File: config.mk
export PLATFORM = sky130hd
export DESIGN_NAME = key_debounce_multi
export DESIGN_NICKNAME = d
export VERILOG_FILES = /design/src/rtl/key_pkg.sv /design/src/rtl/key_debounce_ch.sv /design/src/rtl/key_debounce_multi.sv
export SDC_FILE = /design/constraint.sdc
export NUM_CORES = 1
export LEC_CHECK = 0
export ABC_AREA = 1
export CAP_MARGIN = 5
export CORE_MARGIN = 5
export CORE_UTILIZATION = 40
export DETAILED_ROUTE_END_ITERATION = 8
export GPL_TIMING_DRIVEN = 0
export MAX_ROUTING_LAYER = met4
export PLACE_DENSITY = 0.62
export SYNTH_ARGS = -nofsm -noshare
export SYNTH_HDL_FRONTEND = slang
export SYNTH_SLANG_ARGS = --single-unit
File: constraint.sdc
create_clock -name clk -period 1.8 [get_ports clk]
set_input_delay 0.36 -clock clk [delete_from_list [all_inputs] [get_ports clk]]
set_output_delay 0.36 -clock clk [all_outputs]
set_load 0.05 [all_outputs]
File: src/rtl/key_pkg.sv
// Shared definitions for the multi-channel key conditioner: FSM state
// encodings and default timing constants for the 12 MHz board.
package key_pkg;

    typedef enum logic [2:0] {
        ST_IDLE         = 3'd0,
        ST_PRESS_WAIT   = 3'd1,
        ST_HELD         = 3'd2,
        ST_LONG         = 3'd3,
        ST_RELEASE_WAIT = 3'd4
    } key_fsm_e;

    localparam int DEF_N_KEYS        = 4;
    localparam int DEF_DB_CYCLES     = 240000;    // 20 ms at 12 MHz
    localparam int DEF_LONG_CYCLES   = 12000000;  // 1 s at 12 MHz
    localparam int DEF_REPEAT_CYCLES = 2400000;   // 200 ms at 12 MHz

    function automatic int max_int(input int a, input int b);
        return (a > b) ? a : b;
    endfunction

endpackage

File: src/rtl/key_debounce_ch.sv
// One key channel: 2-FF synchroniser, debounce/long-press FSM with its
// counters, and registered one-cycle press/release/long/repeat pulses.
module key_debounce_ch
    import key_pkg::*;
#(
    parameter int ACTIVE_LOW    = 1,
    parameter int DB_CYCLES     = DEF_DB_CYCLES,
    parameter int LONG_CYCLES   = DEF_LONG_CYCLES,
    parameter int REPEAT_EN     = 1,
    parameter int REPEAT_CYCLES = DEF_REPEAT_CYCLES
) (
    input  logic clk,
    input  logic rst,
    input  logic key_raw,
    output logic key_state,
    output logic press_pulse,
    output logic release_pulse,
    output logic long_pulse,
    output logic repeat_pulse
);

    localparam int CNT_W  = $clog2(max_int(DB_CYCLES, LONG_CYCLES) + 1);
    localparam int RCNT_W = $clog2(REPEAT_CYCLES);

    localparam logic [CNT_W-1:0]  DB_LAST   = CNT_W'(DB_CYCLES - 1);
    localparam logic [CNT_W-1:0]  LONG_LAST = CNT_W'(LONG_CYCLES - 1);
    localparam logic [RCNT_W-1:0] REP_LAST  = RCNT_W'(REPEAT_CYCLES - 1);

    // Raw level of a key that is not pressed
    localparam logic RELEASED_RAW = (ACTIVE_LOW != 0);

    logic              sync1;
    logic              sync2;
    logic              ks;
    key_fsm_e          state;
    logic [CNT_W-1:0]  cnt;
    logic [RCNT_W-1:0] rcnt;

    // Two-stage synchroniser, parked at the released level during reset
    always_ff @(posedge clk or negedge rst) begin
        if (!rst) begin
            sync1 <= RELEASED_RAW;
            sync2 <= RELEASED_RAW;
        end else begin
            sync1 <= key_raw;
            sync2 <= sync1;
        end
    end

    // Normalised level: 1 means pressed whatever the board polarity
    assign ks = (ACTIVE_LOW != 0) ? ~sync2 : sync2;

    // Debounce / hold FSM with registered level and pulse outputs
    always_ff @(posedge clk or negedge rst) begin
        if (!rst) begin
            state         <= ST_IDLE;
            cnt           <= '0;
            rcnt          <= '0;
            key_state     <= 1'b0;
            press_pulse   <= 1'b0;
            release_pulse <= 1'b0;
            long_pulse    <= 1'b0;
            repeat_pulse  <= 1'b0;
        end else begin
            press_pulse   <= 1'b0;
            release_pulse <= 1'b0;
            long_pulse    <= 1'b0;
            repeat_pulse  <= 1'b0;
            case (state)
                ST_IDLE: begin
                    if (ks) begin
                        state <= ST_PRESS_WAIT;
                        cnt   <= '0;
                    end
                end
                ST_PRESS_WAIT: begin
                    if (!ks) begin
                        state <= ST_IDLE;
                    end else if (cnt == DB_LAST) begin
                        state       <= ST_HELD;
                        cnt         <= '0;
                        press_pulse <= 1'b1;
                        key_state   <= 1'b1;
                    end else begin
                        cnt <= cnt + CNT_W'(1);
                    end
                end
                ST_HELD: begin
                    if (!ks) begin
                        state <= ST_RELEASE_WAIT;
                        cnt   <= '0;
                    end else if (cnt == LONG_LAST) begin
                        state      <= ST_LONG;
                        long_pulse <= 1'b1;
                        rcnt       <= '0;
                    end else begin
                        cnt <= cnt + CNT_W'(1);
                    end
                end
                ST_LONG: begin
                    if (!ks) begin
                        state <= ST_RELEASE_WAIT;
                        cnt   <= '0;
                    end else if (REPEAT_EN != 0) begin
                        if (rcnt == REP_LAST) begin
                            rcnt         <= '0;
                            repeat_pulse <= 1'b1;
                        end else begin
                            rcnt <= rcnt + RCNT_W'(1);
                        end
                    end
                end
                ST_RELEASE_WAIT: begin
                    if (ks) begin
                        state <= ST_HELD;
                        cnt   <= '0;
                    end else if (cnt == DB_LAST) begin
                        state         <= ST_IDLE;
                        release_pulse <= 1'b1;
                        key_state     <= 1'b0;
                    end else begin
                        cnt <= cnt + CNT_W'(1);
                    end
                end
                default: begin
                    state     <= ST_IDLE;
                    cnt       <= '0;
                    key_state <= 1'b0;
                end
            endcase
        end
    end

endmodule

File: src/rtl/key_debounce_multi.sv
// Multi-channel push-button conditioner: N_KEYS independent copies of the
// single-channel debouncer sharing one clock and reset.
module key_debounce_multi
    import key_pkg::*;
#(
    parameter int N_KEYS        = DEF_N_KEYS,
    parameter int ACTIVE_LOW    = 1,
    parameter int DB_CYCLES     = DEF_DB_CYCLES,
    parameter int LONG_CYCLES   = DEF_LONG_CYCLES,
    parameter int REPEAT_EN     = 1,
    parameter int REPEAT_CYCLES = DEF_REPEAT_CYCLES
) (
    input  logic              clk,
    input  logic              rst,
    input  logic [N_KEYS-1:0] key_in,
    output logic [N_KEYS-1:0] key_state,
    output logic [N_KEYS-1:0] press_pulse,
    output logic [N_KEYS-1:0] release_pulse,
    output logic [N_KEYS-1:0] long_pulse,
    output logic [N_KEYS-1:0] repeat_pulse
);

    for (genvar i = 0; i < N_KEYS; i++) begin : g_ch
        key_debounce_ch #(
            .ACTIVE_LOW   (ACTIVE_LOW),
            .DB_CYCLES    (DB_CYCLES),
            .LONG_CYCLES  (LONG_CYCLES),
            .REPEAT_EN    (REPEAT_EN),
            .REPEAT_CYCLES(REPEAT_CYCLES)
        ) u_ch (
            .clk          (clk),
            .rst          (rst),
            .key_raw      (key_in[i]),
            .key_state    (key_state[i]),
            .press_pulse  (press_pulse[i]),
            .release_pulse(release_pulse[i]),
            .long_pulse   (long_pulse[i]),
            .repeat_pulse (repeat_pulse[i])
        );
    end

endmodule

After elaboration in Yosys (flattened, before gate mapping)
Index checks and enable logic that the tools add are counted.

Register bits after elaboration: 224. Bits in latches: 0. Bits in writable memories: 0. Bits in read-only memories: 0. Input bits: 6. Output and inout bits: 20. Word-level logic and storage cells: 320. Memories kept: 0.

Add/sub/neg operators: 8. $mul: 0. Divide/modulo/power cells: 0. Magnitude comparators: 0. Equal/unequal tests: 84. Shift operators: 0. Multiplexer cells: 156. Bitwise gates (word level): 4. Reduce and logical (&&, ||, !) cells: 28.

Operator list (count): 2-to-1 mux 24 bit (32); one-hot mux 24 bit (5 select lines) (4); 2-to-1 mux 22 bit (16); one-hot mux 22 bit (2 select lines) (4); adder 24 x 1 -> 24 bit, second input constant (4); == test 24 x 18 -> 1 bit, second input constant (4); == test 24 bit, second input constant (4); 2-to-1 mux 3 bit (32); adder 22 x 1 -> 22 bit, second input constant (4); == test 22 bit, second input constant (4); 2-to-1 mux 1 bit (60); one-hot mux 3 bit (5 select lines) (4); AND reduction 5 bit (12); != test 2 x 1 -> 1 bit, second input constant (20); != test 2 bit, second input constant (16); == test 3 x 2 -> 1 bit, second input constant (8); != test 3 x 1 -> 1 bit, second input constant (8); != test 3 bit, second input constant (8); AND reduction 4 bit (4); == test 3 x 1 -> 1 bit, second input constant (4); == test 3 bit, second input constant (4); logical NOT 3 bit (4); != test 3 x 2 -> 1 bit, second input constant (4); one-hot mux 1 bit (3 select lines) (4); 3 further kinds (12).

Longest topological paths before layout
Depth in word-level cells: 4. Mapped depth: 13. Gate-level depth less buffers: 12.

Cells and area by module
A second synthesis with hierarchy kept.

Cell total of the unflattened synthesis: 2165. Area, all modules: 14883.0 um^2.

Modules (own cells, without submodules): key_debounce_ch (g_ch[0].u_ch ...) (instances 3, cells an instance 543, area an instance 3728.6 um^2, sequential area each 1403.8 um^2); key_debounce_ch (g_ch[3].u_ch) (instances 1, cells an instance 536, area an instance 3697.3 um^2, sequential area each 1403.8 um^2).

Worst setup path after synthesis
No wires, ideal clock.

Kind: register -> register. Start point: register g_ch[0].u_ch.rcnt[0]. End point: register g_ch[0].u_ch.rcnt[18]. Library setup time: 0.126 ns. Arrival time: 1.611 ns. Required time: 1.674 ns. Path slack: 0.063 ns. Cell stages (with the launch flop): 9. Path buffers: 0. Clock period less this slack: 1.737 ns. Path through: dfrtp_1 -> ha_1 -> nand2_1 -> nor2_1 -> nand2_1 -> inv_1 -> nand3_1 -> nand4_1 -> o21ai_0.

Longest elaborated chain between the ends: 4. Elaborated cells between the ends (all ways): 5. Classes of those cells: add/sub: 1; eq/ne: 1; mux: 3.

RTL lines: start, declared (line key_debounce_ch.sv:37) `logic [RCNT_W-1:0] rcnt;`; start signal, assigned (line key_debounce_ch.sv:109) `rcnt <= rcnt + RCNT_W'(1);`; adder 22 x 1 -> 22 bit or == test 22 bit (tied branches) (line key_debounce_ch.sv:109, key_debounce_ch.sv:105); 2-to-1 mux 22 bit * (line key_debounce_ch.sv:105) `if (rcnt == REP_LAST) begin`; 2-to-1 mux 22 bit * (line key_debounce_ch.sv:101) `if (!ks) begin`; one-hot mux 22 bit (2 select lines) * (line key_debounce_ch.sv:69) `case (state)`.

Mark *: on every way between the ends. The rest lies on a longest branch, timed or not. The select of a mux whose other input is x is not followed. A chain may end at the register's enable or synchronous reset.

Final worst setup path
Start point: register g_ch[3].u_ch.cnt[17]. End point: register g_ch[3].u_ch.rcnt[20].

Longest elaborated chain between the ends: 3.

RTL lines: start, declared (line key_debounce_ch.sv:36) `logic [CNT_W-1:0] cnt;`; start signal, assigned (line key_debounce_ch.sv:85) `cnt <= cnt + CNT_W'(1);`; start signal, assigned (line key_debounce_ch.sv:97) `cnt <= cnt + CNT_W'(1);`; start signal, assigned (line key_debounce_ch.sv:122) `cnt <= cnt + CNT_W'(1);`; == test 24 bit (line key_debounce_ch.sv:92) `end else if (cnt == LONG_LAST) begin`; != test 2 x 1 -> 1 bit (no line); AND reduction 4 bit (no line); end signal, assigned (line key_debounce_ch.sv:109); end, declared (line key_debounce_ch.sv:37).

Every way passes these cells.

==> impl_metrics.toml <==
[detailed_routing]
via_per_inst = 5.04
drt_iter0_markers = 1049
wl_per_cell_um = 13.7
ant_nets = 0
drt_pass1_iterations = 6
vias = 15400
wl_um = 41800
drc_errors = 0

[placement]
numPortBuffers = 25
dp_hpwl_um = 28800
place_ws_ns = -0.545
place_inst = 2906
place_congestion = 0.929

[setup_path]
crit_family = "simple AND/OR/NAND/NOR gates"
cp_slowest_cell = "dfrtp_1"
endpoint_kind = "flop"
slowest_delay_ns = 0.40
critical_path_class = "flop to flop"
cp.buffers_inverters = 3
start_kind = "flop"
path_cells = "nand2_1 > inv_2 > nand2_1 > nor2_1 > nand3_2 > nand2_2 > nand3_4 > buf_8 > clkbuf_16 > nand2_2 > o21ai_1"
crit_arrival_ns = 2.26
path_max_fanout = 6
required_ns = 2.24

[floorplan]
core_mm2 = 0.0378
die-area_mm2 = 0.0424
start_util = 0.407
rows = 71
pin_count = 26
die_height_um = 206
die_x_um = 206

[clock_tree]
clock_latency_ns = 0.56
cts.sinks = 224
cts-htree-levels = 1
cts_made_buffers = 28
cts-root-buf = "clkbuf_16"
cts_tree = "done"
cts.reportedPaths.clkPinSlew_ns = 0.06
cts_buffer_depth = 3

[final_layout]
instances_no_fill = 3057
nFillCells = 3692
finalCoreUtilization = 0.511
diodes = 0
nets = 2539
drive_above_1_share = 0.203
syn_to_final_growth_pct = 25.7

[power_and_ir_drop]
p_per_area_mw_per_mm2 = 940
ir_worst_vdd_uv = 706
p_leak_nw = 8.98

[timing]
worst_pin_slew_ns = 0.666
drv_slew = 0
fin_worst_skew_ns = 0.00795
period_needed_ns = 1.82
setup_viol = 3
layout_setup_ws_ns = -0.0175
hold_ws_ns = 0.213
post-route-period-util = 1.01
fmaxAchievable_mhz = 550
finalHoldViolations = 0
rsz0062_at_grt = "true"
slew_headroom = 0.554

[synthesis]
synth.ff_latch_count = 224
netlist_area_mm2 = 0.0154
synth_cell_types = 40
async_flop_share = 1.00
avgSynthCellArea_um2 = 6.49
synth_fp_nets = 2382
synth_seq_area_share = 0.366
syn_inst = 2368
synth-edff-count = 0
synth_ff_type = "dfrtp_1"
ys_warn_count = 0

[grt]
grt_pass1_vias = 14200
grt_usage = 0.191
grt-ovfl-total = 0
grt_pass1_wl_um = 67900
grt_antenna_before_repair = 0
grt_max_degree = 95

[outcome]
violations = "setup timing"
status = "finished, violations left"

[worst_hold_path]
hp-class = "input port to flop"

[run]
drv_cap = 0
==> power by group <==
group / switching (W) / internal (W) / total (W)
logic: 0.00405 / 0.00269 / 0.00675
clock network: 0.00224 / 0.00347 / 0.00571
registers: 0.000354 / 0.00534 / 0.00569
==> layout make-up <==
class / instances / area, um^2 / area share
inverter: 279 / 1070 / 0.0556
clock buffer: 40 / 827 / 0.0428
sequential: 224 / 5660 / 0.293
timing repair buffer: 130 / 1220 / 0.0631
clock inverter: 11 / 120 / 0.00622
buffer: 71 / 653 / 0.0338
multi-input combinational: 1791 / 9120 / 0.472
tap: 511 / 639 / 0.0331
==> timing repair <==
action / in CTS / in global routing
endpoints found under the setup margin: 206 / 188
pin swaps: 16 / 61
cloned: 1 / 13
hold buffers: 1 / 0
setup buffers: 25 / 64
hold endpoints to repair: 36 / 0
resized for setup: 165 / 291
==> registers in the layout, summed over array words and instances, names as in the netlist <==
register / count
g_ch.u_ch.long_pulse: 4
g_ch.u_ch.release_pulse: 4
g_ch.u_ch.key_state: 4
g_ch.u_ch.rcnt: 88
g_ch.u_ch.repeat_pulse: 4
g_ch.u_ch.cnt: 96
g_ch.u_ch.press_pulse: 4
g_ch.u_ch.state: 12
g_ch.u_ch.sync2: 4
g_ch.u_ch.sync1: 4
==> routing by layer <==
| metal | share of wire | routed length, um | global-route usage | vias to the layer above |
|---|---|---|---|---|
| li1 | - | - | - | 7820 |
| met1 | 0.47 | 19800 | 0.263 | 7210 |
| met2 | 0.47 | 19600 | 0.306 | 305 |
| met3 | 0.035 | 1450 | 0.0229 | 64 |
| met4 | 0.022 | 920 | 0.0421 | 0 |
| met5 | 0 | 0 | - | - |
==> cells in the final DEF (no fill, tap or decap), types with 10 or more instances in the layout <==
cell / count
a21oi_1: 18
buf_2: 13
buf_4: 108
buf_6: 36
clkbuf_16: 34
clkdlybuf4s15_2: 16
dfrtp_1: 184
dfrtp_2: 32
inv_1: 246
inv_2: 27
nand2_1: 742
nand2_2: 65
nand2_4: 16
nand3_1: 225
nand3_2: 18
nand3_4: 13
nand3b_1: 12
nand4_1: 74
nor2_1: 272
nor2_2: 33
nor2_4: 29
nor3_1: 42
o21ai_0: 65
o21ai_1: 28
or2_2: 10
xnor2_1: 15
xor2_1: 66
==> through the flow <==
| stage | TNS (ns) | area, um^2 | power (W) |
|---|---|---|---|
| 6_report | -0.0275 | 19300 | 0.0181 |
| 3_5_place_dp | -40.60 | 16300 | 0.0103 |
| 3_3_place_gp | -2151.03 | 16200 | 0.0102 |
| 5_1_grt | -5.56 | 19300 | 0.0191 |
| 2_1_floorplan | 0 | 15400 | 0.00893 |
| 4_1_cts | 0 | 17800 | 0.0167 |
==> cells in the mapped netlist, types with 2 or more instances <==
cell / instances / area share
nor3b_1: 4 / 0.0020
buf_6: 7 / 0.0051
inv_2: 14 / 0.0034
nand2_2: 5 / 0.0020
xor2_1: 66 / 0.038
o21ai_1: 14 / 0.0046
nor3_1: 45 / 0.015
nor2_4: 8 / 0.0059
nand3_1: 248 / 0.081
nand3b_1: 12 / 0.0059
buf_4: 27 / 0.013
clkbuf_1: 8 / 0.0020
nor2_1: 318 / 0.078
or2_2: 10 / 0.0041
a31oi_1: 8 / 0.0033
dfstp_2: 8 / 0.014
nand3_2: 7 / 0.0046
nand4_1: 74 / 0.030
clkinv_1: 2 / 0.00049
o21ai_0: 81 / 0.026
nor2_2: 8 / 0.0033
o21bai_1: 7 / 0.0034
a211oi_1: 2 / 0.00098
a21oi_2: 2 / 0.0011
buf_2: 32 / 0.010
a21oi_1: 20 / 0.0065
xnor2_1: 15 / 0.0086
dfrtp_1: 216 / 0.35
nand2_1: 820 / 0.20
inv_1: 263 / 0.064
ha_1: 8 / 0.0065
==> worst paths after layout <==
kind / cells after the start / slack [ns] / endpoint / from
min in group asynchronous: 2 / 0.28 / g_ch[3].u_ch.cnt[17] / rst
hold reg to reg: 0 / 0.35 / g_ch[0].u_ch.sync2 / g_ch[0].u_ch.sync1
max in group asynchronous: 3 / 0.69 / g_ch[1].u_ch.cnt[6] / rst
hold / removal: 1 / 0.21 / g_ch[1].u_ch.sync1 / key_in[1]
setup / recovery: 11 / -0.02 / g_ch[3].u_ch.rcnt[20] / g_ch[3].u_ch.cnt[17]
setup reg to reg: 11 / -0.02 / g_ch[3].u_ch.rcnt[20] / g_ch[3].u_ch.cnt[17]
==> cells by family (layout without fill, tap and decap cells) <==
group,count (synthesis),after routing,synth area share
flip-flops,224,224,0.366
adder cells (fa/ha/maj),8,8,0.00652
buffers and inverters,354,531,0.0991
XOR/XNOR,81,81,0.0462
AND/OR/NAND/NOR,1564,1565,0.434
AO/OA/AOI/OAI,137,137,0.0481
==> worst register-to-register path, delay by kind of cell (launching register included) <==
family / cells / cell delay [ns]
AND/OR/NAND/NOR: 7 / 0.81
flip-flops: 1 / 0.40
AO/OA/AOI/OAI: 1 / 0.06
buffers and inverters: 3 / 0.43
Power figures use the tool's default switching activity.
